$ cat config.mk
export PLATFORM = sky130hd
export DESIGN_NAME = fetch_stage
export DESIGN_NICKNAME = d
export VERILOG_FILES = /design/src/rtl/fetch_stage.sv
export SDC_FILE = /design/constraint.sdc
export NUM_CORES = 1
export LEC_CHECK = 0
export CAP_MARGIN = 30
export CORE_UTILIZATION = 46
export CTS_CLUSTER_SIZE = 24
export DETAILED_ROUTE_END_ITERATION = 16
export PLACE_DENSITY = 0.86
export SYNTH_ARGS = -nofsm -noshare
export SYNTH_HDL_FRONTEND = slang
export SYNTH_SLANG_ARGS = --single-unit
export TNS_END_PERCENT = 100
$ cat constraint.sdc
create_clock -name clk -period 4.56 [get_ports clk]
set_input_delay 0.684 -clock clk [delete_from_list [all_inputs] [get_ports clk]]
set_output_delay 0.684 -clock clk [all_outputs]
set_load 0.01 [all_outputs]
$ cat src/rtl/fetch_stage.sv
// fetch_stage: PC owner and IF/ID register; drives combinational IM and latches its word.
// Optional FETCH_ADEL_CHECK_EN enables fetch address-error detection.
module fetch_stage #(
  parameter logic [31:0] RESET_PC  = 32'h0000_3000,
  parameter logic [31:0] ISR_PC    = 32'h0000_4180,
  parameter logic [31:0] IM_BYTES  = 32'h0000_2000,
  parameter logic        IM_ENABLE = 1'b1
) (
  input  logic        clk,
  input  logic        reset,
  input  logic        stall,
  input  logic        redirect_en,
  input  logic [31:0] redirect_pc,
  input  logic        int_req,
  input  logic        eret,
  input  logic [31:0] epc,
  output logic [31:0] im_addr,
  output logic        im_enable,
  input  logic [31:0] im_result,
  output logic [31:0] id_instr,
  output logic [31:0] id_pc,
  output logic        id_valid,
  output logic        id_adel
);
  localparam logic [31:0] IM_END = RESET_PC + IM_BYTES;
  logic [31:0] pc;
  logic        adel;
  assign im_addr   = pc;
  assign im_enable = reset ? ~IM_ENABLE : IM_ENABLE;
`ifdef FETCH_ADEL_CHECK_EN
  logic in_range, in_isr;
  assign in_range = (pc >= RESET_PC) && (pc < IM_END);
  assign in_isr   = (pc >= ISR_PC) && (pc < IM_END);
  assign adel     = ((|pc[1:0]) || !in_range) && !in_isr;
`else
  assign adel = 1'b0;
`endif
  always_ff @(posedge clk) begin
    if (reset) begin
      pc       <= RESET_PC;
      id_instr <= 32'd0;
      id_pc    <= RESET_PC;
      id_valid <= 1'b0;
      id_adel  <= 1'b0;
    end else if (int_req || eret) begin
      pc       <= int_req ? ISR_PC : epc;
      id_instr <= 32'd0;
      id_pc    <= pc;
      id_valid <= 1'b0;
      id_adel  <= 1'b0;
    end else if (!stall) begin
      // redirect keeps the current word as the delay slot
      pc       <= redirect_en ? redirect_pc : pc + 32'd4;
      id_instr <= adel ? 32'd0 : im_result;
      id_pc    <= pc;
      id_valid <= 1'b1;
      id_adel  <= adel;
    end
  end
endmodule

* Yosys cells after proc, flatten, opt, wreduce, memory -nomap -nowiden
Cells that the tools add are included.
** Operators by class
- Add/subtract/negate cells :: 1
- $mul :: 0
- Div/mod/pow operators :: 0
- Order comparisons :: 0
- Eq/ne operators :: 1
- Shift operators :: 0
- Mux-type cells :: 7
- Bitwise operators :: 0
- Reductions and logical operators :: 2
** Operators by type and width (number)
- 2-to-1 mux 32 bit :: 6
- adder 32 x 3 -> 32 bit (second input constant) :: 1
- != test 2 x 1 -> 1 bit (second input constant) :: 1
- OR reduction 2 bit :: 1
- logical OR 1 bit :: 1
- 2-to-1 mux 1 bit :: 1
** Storage, ports and cells
- Bits in registers :: 97
- Latch bits :: 0
- RAM bits :: 0
- Memory bits (read-only) :: 0
- Bits of input ports :: 102
- Output and inout bits :: 99
- Word-level logic and storage cells :: 15
- Memories kept :: 0

* Longest topological paths before layout
- Depth after elaboration :: 4
- Mapped depth :: 7
- Depth with buffers taken out :: 6

* Least setup slack after synthesis
Ideal clock, no wire load.
- Path type :: input -> register
- Start :: in stall
- End :: reg pc[11] (netlist: im_addr[11])
- Arrival :: 1734 ps
- Data required time :: 4433 ps
- Path slack :: 2699 ps
- Stages :: 7
- Path buffers :: 2
- Path through :: clkbuf_1 or2_1 clkbuf_1 a21o_1 o21ai_1 a2111oi_0 or3_1
** On the way
- Cells in the longest elaborated chain, start to end :: 1
** RTL lines
- start: declaration :: line 11 : input logic stall,
- != test 2 x 1 -> 1 bit (no source line)
- end signal: assignment :: line 46 : pc <= int_req ? ISR_PC : epc;
- end signal: assignment :: line 53 : pc <= redirect_en ? redirect_pc : pc + 32'd4;
- end: declaration :: line 26 : logic [31:0] pc;
Every way passes these cells.
A chain may end at the register's enable or synchronous reset.

* Worst setup path in the final report
- Start :: in eret
- End :: reg pc[30] (netlist: im_addr[30])
** On the way
- Cells in the longest elaborated chain, start to end :: 2
- Elaborated cells on any way between the ends :: 3
- Classes of those cells :: eq/ne: 1; mux: 1; reduce/logical: 1
** RTL lines
- start: declaration :: line 15 : input logic eret,
- logical OR 1 bit * :: line 45 : end else if (int_req || eret) begin
- != test 2 x 1 -> 1 bit (no source line) or 2-to-1 mux 32 bit (tied branches)
Every way passes the cells marked *; elsewhere a longest branch is shown, timed or not.

==> summary.md <==
| Metric | Value |
|---|---|
| Worst endpoint data arrival time | between 3 and 4 ns |
| # Max-Cap Violations | 0 |
| Clock tree sinks | 97 |
| Area enclosed by the die boundary | 0.0107 sq mm |
| Synthesized cell area | 0.00472 sq mm |
| Detailed Route Iter0 Violations | 358 |
| Async SR Flop Fraction | 0% |
| Floorplan die height | 103 microns |
| Layout Cells excl Fill | between 800 and 900 |
| Summed negative setup slack over all endpoints | 0 ns |
| Vias after detailed routing | 5243 |
| Detailed Place HPWL | 12100 microns |
| Crit path time final | between 2 and 3 ns |
| Routed Wire Length | about 17000 microns |
| Number of fill cells in the layout | 797 |
| Cell type contributing the most total cell area after synthesis | sky130_fd_sc_hd__dfxtp_1 |
| Max-slew headroom at the worst pin | approximately half |
| Slew at the pin closest to its max-slew limit | 0.772 ns |
| # rows | 36 |
| Post-route clock period utilization | between 60% and 70% |
| Maximum number of pins on one net before global-route repair | 50 |
| Hold path depth | 2 |
| Fraction of post-synthesis cell area in the top cell type by area | between 40% and 50% |
| Share of synthesized area occupied by flip-flops and latches | 41.1% |
| Top-level port count | 201 |
| CTS Buffer Depth | 2 |
| Post-Route Utilization | roughly 70% |
| Fin nets | 864 |
| Classification of the worst-slack hold path | flip-flop to flip-flop |
| Initial antenna violation count | 0 |
| Max rail drop VDD | ~0.16 mV |
| Worst setup skew after layout | a little under 0.009 ns |
| Max Clk Rate | roughly 0.34 GHz |
| Hold Crit Endpoint | id_pc[2]$_SDFFE_PP0P_ |
| Number of antenna diodes | 0 |
| Number of warning messages in the yosys log | 0 |
| Setup repair after global routing missed its margin | no |
| Total routing usage reported by global routing | about a third |
| Clock-pin slew on the worst setup and hold paths | approximately 0.10 ns |
| Worst endpoint required time | around 4.8 ns |
| Vias in the first global route | 5208 |
| CP Max Fanout | 22 |
| Global-route wire length before repair | about 26000 microns |
| Reg2Reg Setup Slack | ~2.3 ns |
| Routed vias/inst | 5.83 |
| CTS tree | yes |
| Total congestion overflow after global routing | 0 |
| Reg2Reg Capture Point | im_addr[30]$_SDFFE_PP0P_ |
| Critical Path Source Type | primary input |
| Skew-Pair Late Insertion Delay | 0.37 ns |
| Commonest register cell after synthesis | sky130_fd_sc_hd__dfxtp_1 |
| Number of cell instances on the worst register-to-register path | 6 |
| Clock Root Buffer | sky130_fd_sc_hd__clkbuf_8 |
| Register bit count reported by yosys | 97 |
| IO buf count | 199 |
| Reported leakage power | 2.53 nW |
| Horizontal die dimension | 103 microns |
| Core box area | 0.00986 sq mm |
| Post-cts resize count | 0 |
| Post-synth EDFFs | 0 |
| Type of the worst setup path | primary input to flip-flop |
| Post-Syn Area per Cell | slightly above 8 sq um |
| Count of placed standard cells including taps | around 880 |
| Type of element capturing the critical path | flip-flop |
| Max H-tree Level | 3 |
| Detailed Routing Iterations Pass 1 | 5 |
| Net count after synthesis | around 690 |
| Wire per inst | ~19 microns |
| Clock buffers created by TritonCTS | 9 |
| Outcome | complete, no violations |
| Area growth from synthesis to layout | 47.9% |
| Number of hold-slack violations in the final timing report | 0 |
| Top area cells in the synthesized netlist | sky130_fd_sc_hd__dfxtp_1, sky130_fd_sc_hd__mux2i_1, sky130_fd_sc_hd__nand2_1 |
| Cells after synthesis | approximately 590 |
| Remaining antenna violation count after routing | 0 |
| Global placement routability congestion | approximately 0.93 |
| Share of layout cells above drive strength 1 | 5.74% |
| Most frequent standard cell in the layout excluding fill and tap cells | sky130_fd_sc_hd__clkdlybuf4s50_1 |
| Hold Buf Count CTS | 0 |
| Post-synthesis cell type count | 60 |
| Residual DRC | 0 |
| Starting Density | between 40% and 50% |
| Pwr dens | 266 mW/mm^2 |
| Top library cells by usage in the layout, fill and taps aside | sky130_fd_sc_hd__clkdlybuf4s50_1, sky130_fd_sc_hd__dfxtp_1, sky130_fd_sc_hd__nand2_1 |
| Reg-to-reg startpoint | im_addr[2]$_SDFFE_PP0P_ |
| Buffers inserted by post-CTS timing repair | 0 |
| Setup-failing EPs final | 0 |
| Max-slew violation total from the final report | 0 |
| Startpoint of the tightest hold check path | id_pc[2]$_SDFFE_PP0P_ |
critical path, stage by stage:
cell	delay [ns]
sky130_fd_sc_hd__clkdlybuf4s50_1	0.85
sky130_fd_sc_hd__nor2_1	0.25
sky130_fd_sc_hd__nand2_1	0.64
sky130_fd_sc_hd__buf_4	0.40
sky130_fd_sc_hd__nand4_1	0.12
sky130_fd_sc_hd__mux2i_1	0.21
sky130_fd_sc_hd__nor3_2	0.05
cell usage after synthesis, types with 5 or more instances:
library cell / count
sky130_fd_sc_hd__nor4_1: 11
sky130_fd_sc_hd__xnor2_1: 7
sky130_fd_sc_hd__dfxtp_1: 97
sky130_fd_sc_hd__mux2i_1: 39
sky130_fd_sc_hd__nand2b_1: 5
sky130_fd_sc_hd__o221ai_1: 7
sky130_fd_sc_hd__inv_1: 14
sky130_fd_sc_hd__nor3_2: 5
sky130_fd_sc_hd__o21ai_0: 19
sky130_fd_sc_hd__nor3_1: 11
sky130_fd_sc_hd__nand4_1: 12
sky130_fd_sc_hd__a211oi_1: 5
sky130_fd_sc_hd__buf_2: 19
sky130_fd_sc_hd__a31oi_1: 6
sky130_fd_sc_hd__nand2_1: 92
sky130_fd_sc_hd__clkbuf_1: 23
sky130_fd_sc_hd__and4_1: 6
sky130_fd_sc_hd__nor2_1: 56
sky130_fd_sc_hd__a22oi_1: 5
sky130_fd_sc_hd__o22ai_1: 7
sky130_fd_sc_hd__a21oi_1: 62
sky130_fd_sc_hd__nand3_1: 13
sky130_fd_sc_hd__o211ai_1: 6
per-stage QoR:
step	hold WS (ns)	setup slack [ns]	area, sq um	total power, mW
after floorplan	0.476	2.70	4720	1.08
after global placement	0.439	1.35	6760	1.27
after detailed placement	0.444	1.28	6780	1.28
after CTS	0.458	1.67	6990	1.86
after global routing	0.475	1.48	6990	1.93
final	0.456	1.62	6990	1.86
cell type report:
type | count | area, sq um | share of cell area, %
clock buffer | 10 | 138 | 1.97
clock inverter | 6 | 65.1 | 0.931
inverter | 15 | 56.3 | 0.806
multi-input combinational | 427 | 2530 | 36.2
sequential | 97 | 1940 | 27.8
tap | 133 | 166 | 2.38
timing repair buffer | 211 | 2090 | 29.9
power breakdown:
| group | leakage (nW) | internal (mW) | switching (mW) | total [mW] |
|---|---|---|---|---|
| Sequential | 0.791 | 0.878 | 0.0407 | 0.919 |
| Clock | 0.103 | 0.270 | 0.320 | 0.590 |
| Combinational | 1.64 | 0.192 | 0.159 | 0.351 |
per-layer routing:
| metal | track usage (%) | routed length [microns] | up-vias |
|---|---|---|---|
| li1 | - | - | 2438 |
| met2 | 53.0 | 7740 | 323 |
| met1 | 35.8 | 6420 | 2429 |
| met5 | 0 | 0 | - |
| met3 | 10.3 | 1920 | 53 |
| met4 | 17.8 | 568 | 0 |
worst max-delay path by stage:
stage	startpoint	end	slack [ns]	cells past startpoint
finish	eret	im_addr[30]$_SDFFE_PP0P_	1.62	7
global route	eret	im_addr[30]$_SDFFE_PP0P_	1.48	7
floorplan	stall	im_addr[11]$_SDFFE_PP0P_	2.70	7
CTS	eret	im_addr[30]$_SDFFE_PP0P_	1.67	7
global placement	eret	im_addr[30]$_SDFFE_PP0P_	1.35	7
detailed placement	eret	im_addr[30]$_SDFFE_PP0P_	1.28	7
kinds of logic (layout without fill, tap and decap cells):
kind of cell	after synthesis	count (layout)	share of synthesized area [%]
and+or+nand+nor	228	228	23.2
AOI/OAI and AO/OA	147	147	19.5
DFF	97	97	41.1
buffers and inverters	62	242	5.51
muxes	40	40	8.50
xor gates and xnor gates	10	10	1.85
adders and majority gates	1	1	0.265
other	1	1	0.0794
state kept, by name, indices dropped and copies added (netlist names):
signal and flops:
im_addr 32, id_instr 32, id_valid 1, id_pc 32
Power figures use the tool's default switching activity.
==> RTL change 1 (same settings) <==
Change the parameter `IM_ENABLE` from 1'b1 to 1'b0.
--- a/src/rtl/fetch_stage.sv
+++ b/src/rtl/fetch_stage.sv
@@ -6,3 +6,3 @@
   parameter logic [31:0] IM_BYTES  = 32'h0000_2000,
-  parameter logic        IM_ENABLE = 1'b1
+  parameter logic        IM_ENABLE = 1'b0
 ) (
Check against the original RTL: not equivalent (a bounded check fails within 4 cycles, from zero or initial values and one cycle with reset high).
==> RTL change 1 against the unedited design <==
- synthesized cell count fell by 1.0%
- final cell count down 1.4%
- synthesized area fell by 0.82%
- first-iteration DRC count increased by 6.1%
- sequential power up 0.4%
- total power grew 1.9%
- wire length fell by 2.3%
- critical endpoint is now im_addr[23]
- critical path type unchanged
- largest power group unchanged
- worst setup slack worse by 0.051 ns
- maximum frequency fell by 1.7%
- count of clock-buffer cells in the layout is 1 higher
- highest routed layer unchanged
- sequential cell count is the same
- cell area is 1.0% lower
==> RTL change 1: results (changes against the unedited design) <==
- outcome: finished clean, unchanged
- wire length of the first global-routing pass: 24600 µm, was 25800 µm
- fraction of the mapped netlist area in adder cells: 0.267%, was 0.265%
- number of cells in the design after placement: 870, was 883
- met3 Usage GRT: 9.08%, was 10.3%
- wire per inst: 18.4 µm, was 18.5 µm
- xor-xnor portion of the synthesized cell area: 1.31%, was 1.85%
- met1 Use GR: 33.1%, was 35.8%
- Nets: 851, was 864
- violation count after the first detailed-routing iteration: 380, was 358
- R2R depth: 5, was 6
- start of the worst register-to-register path: im_addr[13], was im_addr[2]
- DP Wirelength: 11600 µm, was 12100 µm
- post-placement setup slack: 1.25 ns, was 1.28 ns
- multiplexer share of the synthesized area: 8.76%, was 8.50%
- critical path data arrival time: 3.26 ns, was 3.20 ns
- GRT met2 Usage: 51.6%, was 53.0%
- number of global-route vias before repair: 5106, was 5208
- met3 routed WL: 1970 µm, was 1920 µm
- fraction of the yosys area taken by sequential cells: 41.4%, was 41.1%
- P_leak: 2.54 nW, was 2.53 nW
- maximum fanout along the worst path: 46, was 22
- kind of cell with the highest combined delay on the critical path: simple AND/OR/NAND/NOR gates, was buffers and inverters
- wl on met1: 5930 µm, was 6420 µm
- final worst path period share: 65.7%, was 64.6%
- Hold Path Sink: id_pc[22], was id_pc[2]
- GRT Resource Usage Total: 30.3%, was 31.7%
- delay of the slowest cell on the worst path: 1.03 ns, was 0.85 ns
- clock skew: 0.0157 ns, was 0.00878 ns
- startpoint of the tightest hold check path: id_pc[22], was id_pc[2]
==> RTL change 1: final cells by class <==
cell class | count | area (µm²)
flip-flops and latches | 97 | 1940
clock buffers | 11 | 141
inverters | 16 | 60.1
multi-input cells | 418 | 2490
fillers | 812 | 2910
well taps | 133 | 166
repair buffers | 206 | 2030
clock inverters | 5 | 78.8
==> RTL change 1: power by group through the flow <==
stage | clock, mW | combinational (mW) | sequential (mW)
after floorplan | 0 | 0.142 | 0.940
after global placement | 0 | 0.333 | 0.939
after detailed placement | 0 | 0.341 | 0.940
after CTS | 0.632 | 0.343 | 0.921
after global routing | 0.668 | 0.368 | 0.927
final | 0.628 | 0.344 | 0.923
==> RTL change 1: worst max path at each step <==
stage                     startpoint     endpoint  cells after the start
after floorplan           im_addr[8]  im_addr[30]                      7
after global placement          eret  im_addr[23]                      6
after detailed placement        eret  im_addr[23]                      6
after CTS                       eret  im_addr[23]                      6
after global routing            eret  im_addr[19]                      6
final                           eret  im_addr[23]                      6
==> RTL change 2 (same flow settings) <==
Made on the original files. Make the reset (`reset`) asynchronous in one clocked block.
--- a/src/rtl/fetch_stage.sv
+++ b/src/rtl/fetch_stage.sv
@@ -37,3 +37,3 @@
 `endif
-  always_ff @(posedge clk) begin
+  always_ff @(posedge clk or posedge reset) begin
     if (reset) begin
Formal check against the unedited RTL: differs if reset is asserted again (counterexample within 4 cycles, from zero or initial values and one cycle with reset high); with reset held inactive, the same outputs for 10 cycles.
==> RTL change 2 against the unedited design <==
- wire length is 8.4% lower
- combinational power is 19% higher
- cell area is 2.0% higher
- hold slack better by 0.0062 ns
- count of clock-buffer cells in the layout is 5 higher
- worst setup slack better by 0.098 ns
- synthesized cell count is 9.9% lower
- sequential cell count stayed put
- synthesized area is 2.6% higher
- total power is 3.9% higher
- highest routed layer unchanged
==> RTL change 2: results (changes against the unedited design) <==
- list of most frequent post-synthesis cells: nand2_1 (129), dfrtp_1 (93), nor2_1 (59), was dfxtp_1 (97), nand2_1 (92), a21oi_1 (62)
- clock skew: 0.0130 ns, was 0.00878 ns
- fraction of the yosys area taken by sequential cells: 50.2%, was 41.1%
- violation count after the first detailed-routing iteration: 275, was 358
- placed standard-cell area: 0.00693 mm², was 0.00678 mm²
- GRT Resource Usage Total: 28.6%, was 31.7%
- Hold Path Sink: id_pc[13], was id_pc[2]
- worst reg2reg path endpoint: im_addr[24], was im_addr[30]
- count of different cell masters after synthesis: 54, was 60
- worst vdd ir: 158 µV, was 162 µV
- number of cells in the design after placement: 838, was 883
- critical path data arrival time: 3.11 ns, was 3.20 ns
- most used flip-flop cell after synthesis: dfrtp_1, was dfxtp_1
- maximum fanout along the worst path: 21, was 22
- Placer Congestion: 0.898, was 0.932
- largest net degree at the start of global routing: 69, was 50
- Async SR Flop Fraction: 100%, was 0%
- slew margin rel.: 42.5%, was 48.4%
- synthesized area divided by synthesized cell count: 9.18 µm², was 8.06 µm²
- ratio of cells with drive above 1 in the final layout: 4.73%, was 5.74%
- antenna violations before repair: 0, unchanged
- Initial DRT Pass Iterations: 7, was 5
- cells taking the most area after synthesis: dfrtp_1 (48%), nand2_1 (10%), mux2i_1 (7.8%), nor2_1 (4.6%), dfstp_2 (2.2%), was dfxtp_1 (41%), mux2i_1 (8.3%), nand2_1 (7.3%), a21oi_1 (6.6%), nor2_1 (4.4%)
- Nets: 817, was 864
- count of synthesis-stage warnings from yosys: 0, unchanged
- number of global-route vias before repair: 4897, was 5208
- P_leak: 3.10 nW, was 2.53 nW
- cell area after synthesis: 0.00485 mm², was 0.00472 mm²
- number of fill cells in the layout: 822, was 797
- final design instance area without fill: 0.00713 mm², was 0.00699 mm²
- vias per cell: 5.64, was 5.83
- wire per inst: 17.8 µm, was 18.5 µm
- delay of the slowest cell on the worst path: 0.82 ns, was 0.85 ns
- Syn Nets: 631, was 689
- start of the worst register-to-register path: im_addr[2], unchanged
- final non-filler cell total: 855, was 899
- startpoint of the tightest hold check path: id_pc[13], was id_pc[2]
- wire length of the first global-routing pass: 24500 µm, was 25800 µm
- outcome: finished clean, unchanged
RTL change 2: worst max-delay path by stage:
stage / from / endpoint / cells after the start
2_1_floorplan: reset / im_enable / 1
3_3_place_gp: int_req / im_addr[25] / 6
3_5_place_dp: int_req / im_addr[25] / 6
4_1_cts: int_req / im_addr[25] / 6
5_1_grt: eret / im_addr[26] / 6
6_report: eret / im_addr[26] / 6
RTL change 2: cell type report:
class,count,share of cell area [%]
inverters,6,0.351
multi-input cells,393,31.8
repair buffers,207,28.9
clock inverters,1,0.421
flip-flops and latches,97,34.1
clock buffers,15,2.05
well taps,136,2.39
RTL change 2: kinds of logic after synthesis:
| logic type | Yosys count | share of synthesized area [%] |
|---|---|---|
| XOR/XNOR | 11 | 1.99 |
| multiplexers | 40 | 8.31 |
| buffers and inverters | 38 | 3.25 |
| adder cells (fa/ha/maj) | 1 | 0.258 |
| AO/OA/AOI/OAI | 98 | 13.8 |
| other | 1 | 0.0774 |
| AND/OR/NAND/NOR | 242 | 22.1 |
| flip-flops | 97 | 50.2 |
RTL change 2: per-layer routing:
layer | global-route usage (%) | part of all wire [%]
met5 | 0 | 0
met4 | 9.86 | 1.6
met3 | 10.1 | 10
met2 | 49.2 | 50
met1 | 32.8 | 38
RTL change 2: critical path: cells and delay by family:
kind            cells  cell delay (ns)
simple gates        2             1.15
buf+inv             1             0.82
compound gates      3             0.46
RTL change 2: report_power, final:
part / total [mW] / switching (mW) / internal [mW]
logic: 0.417 / 0.185 / 0.232
clock network: 0.540 / 0.284 / 0.256
registers: 0.976 / 0.0615 / 0.915
total: 1.93 / 0.530 / 1.40
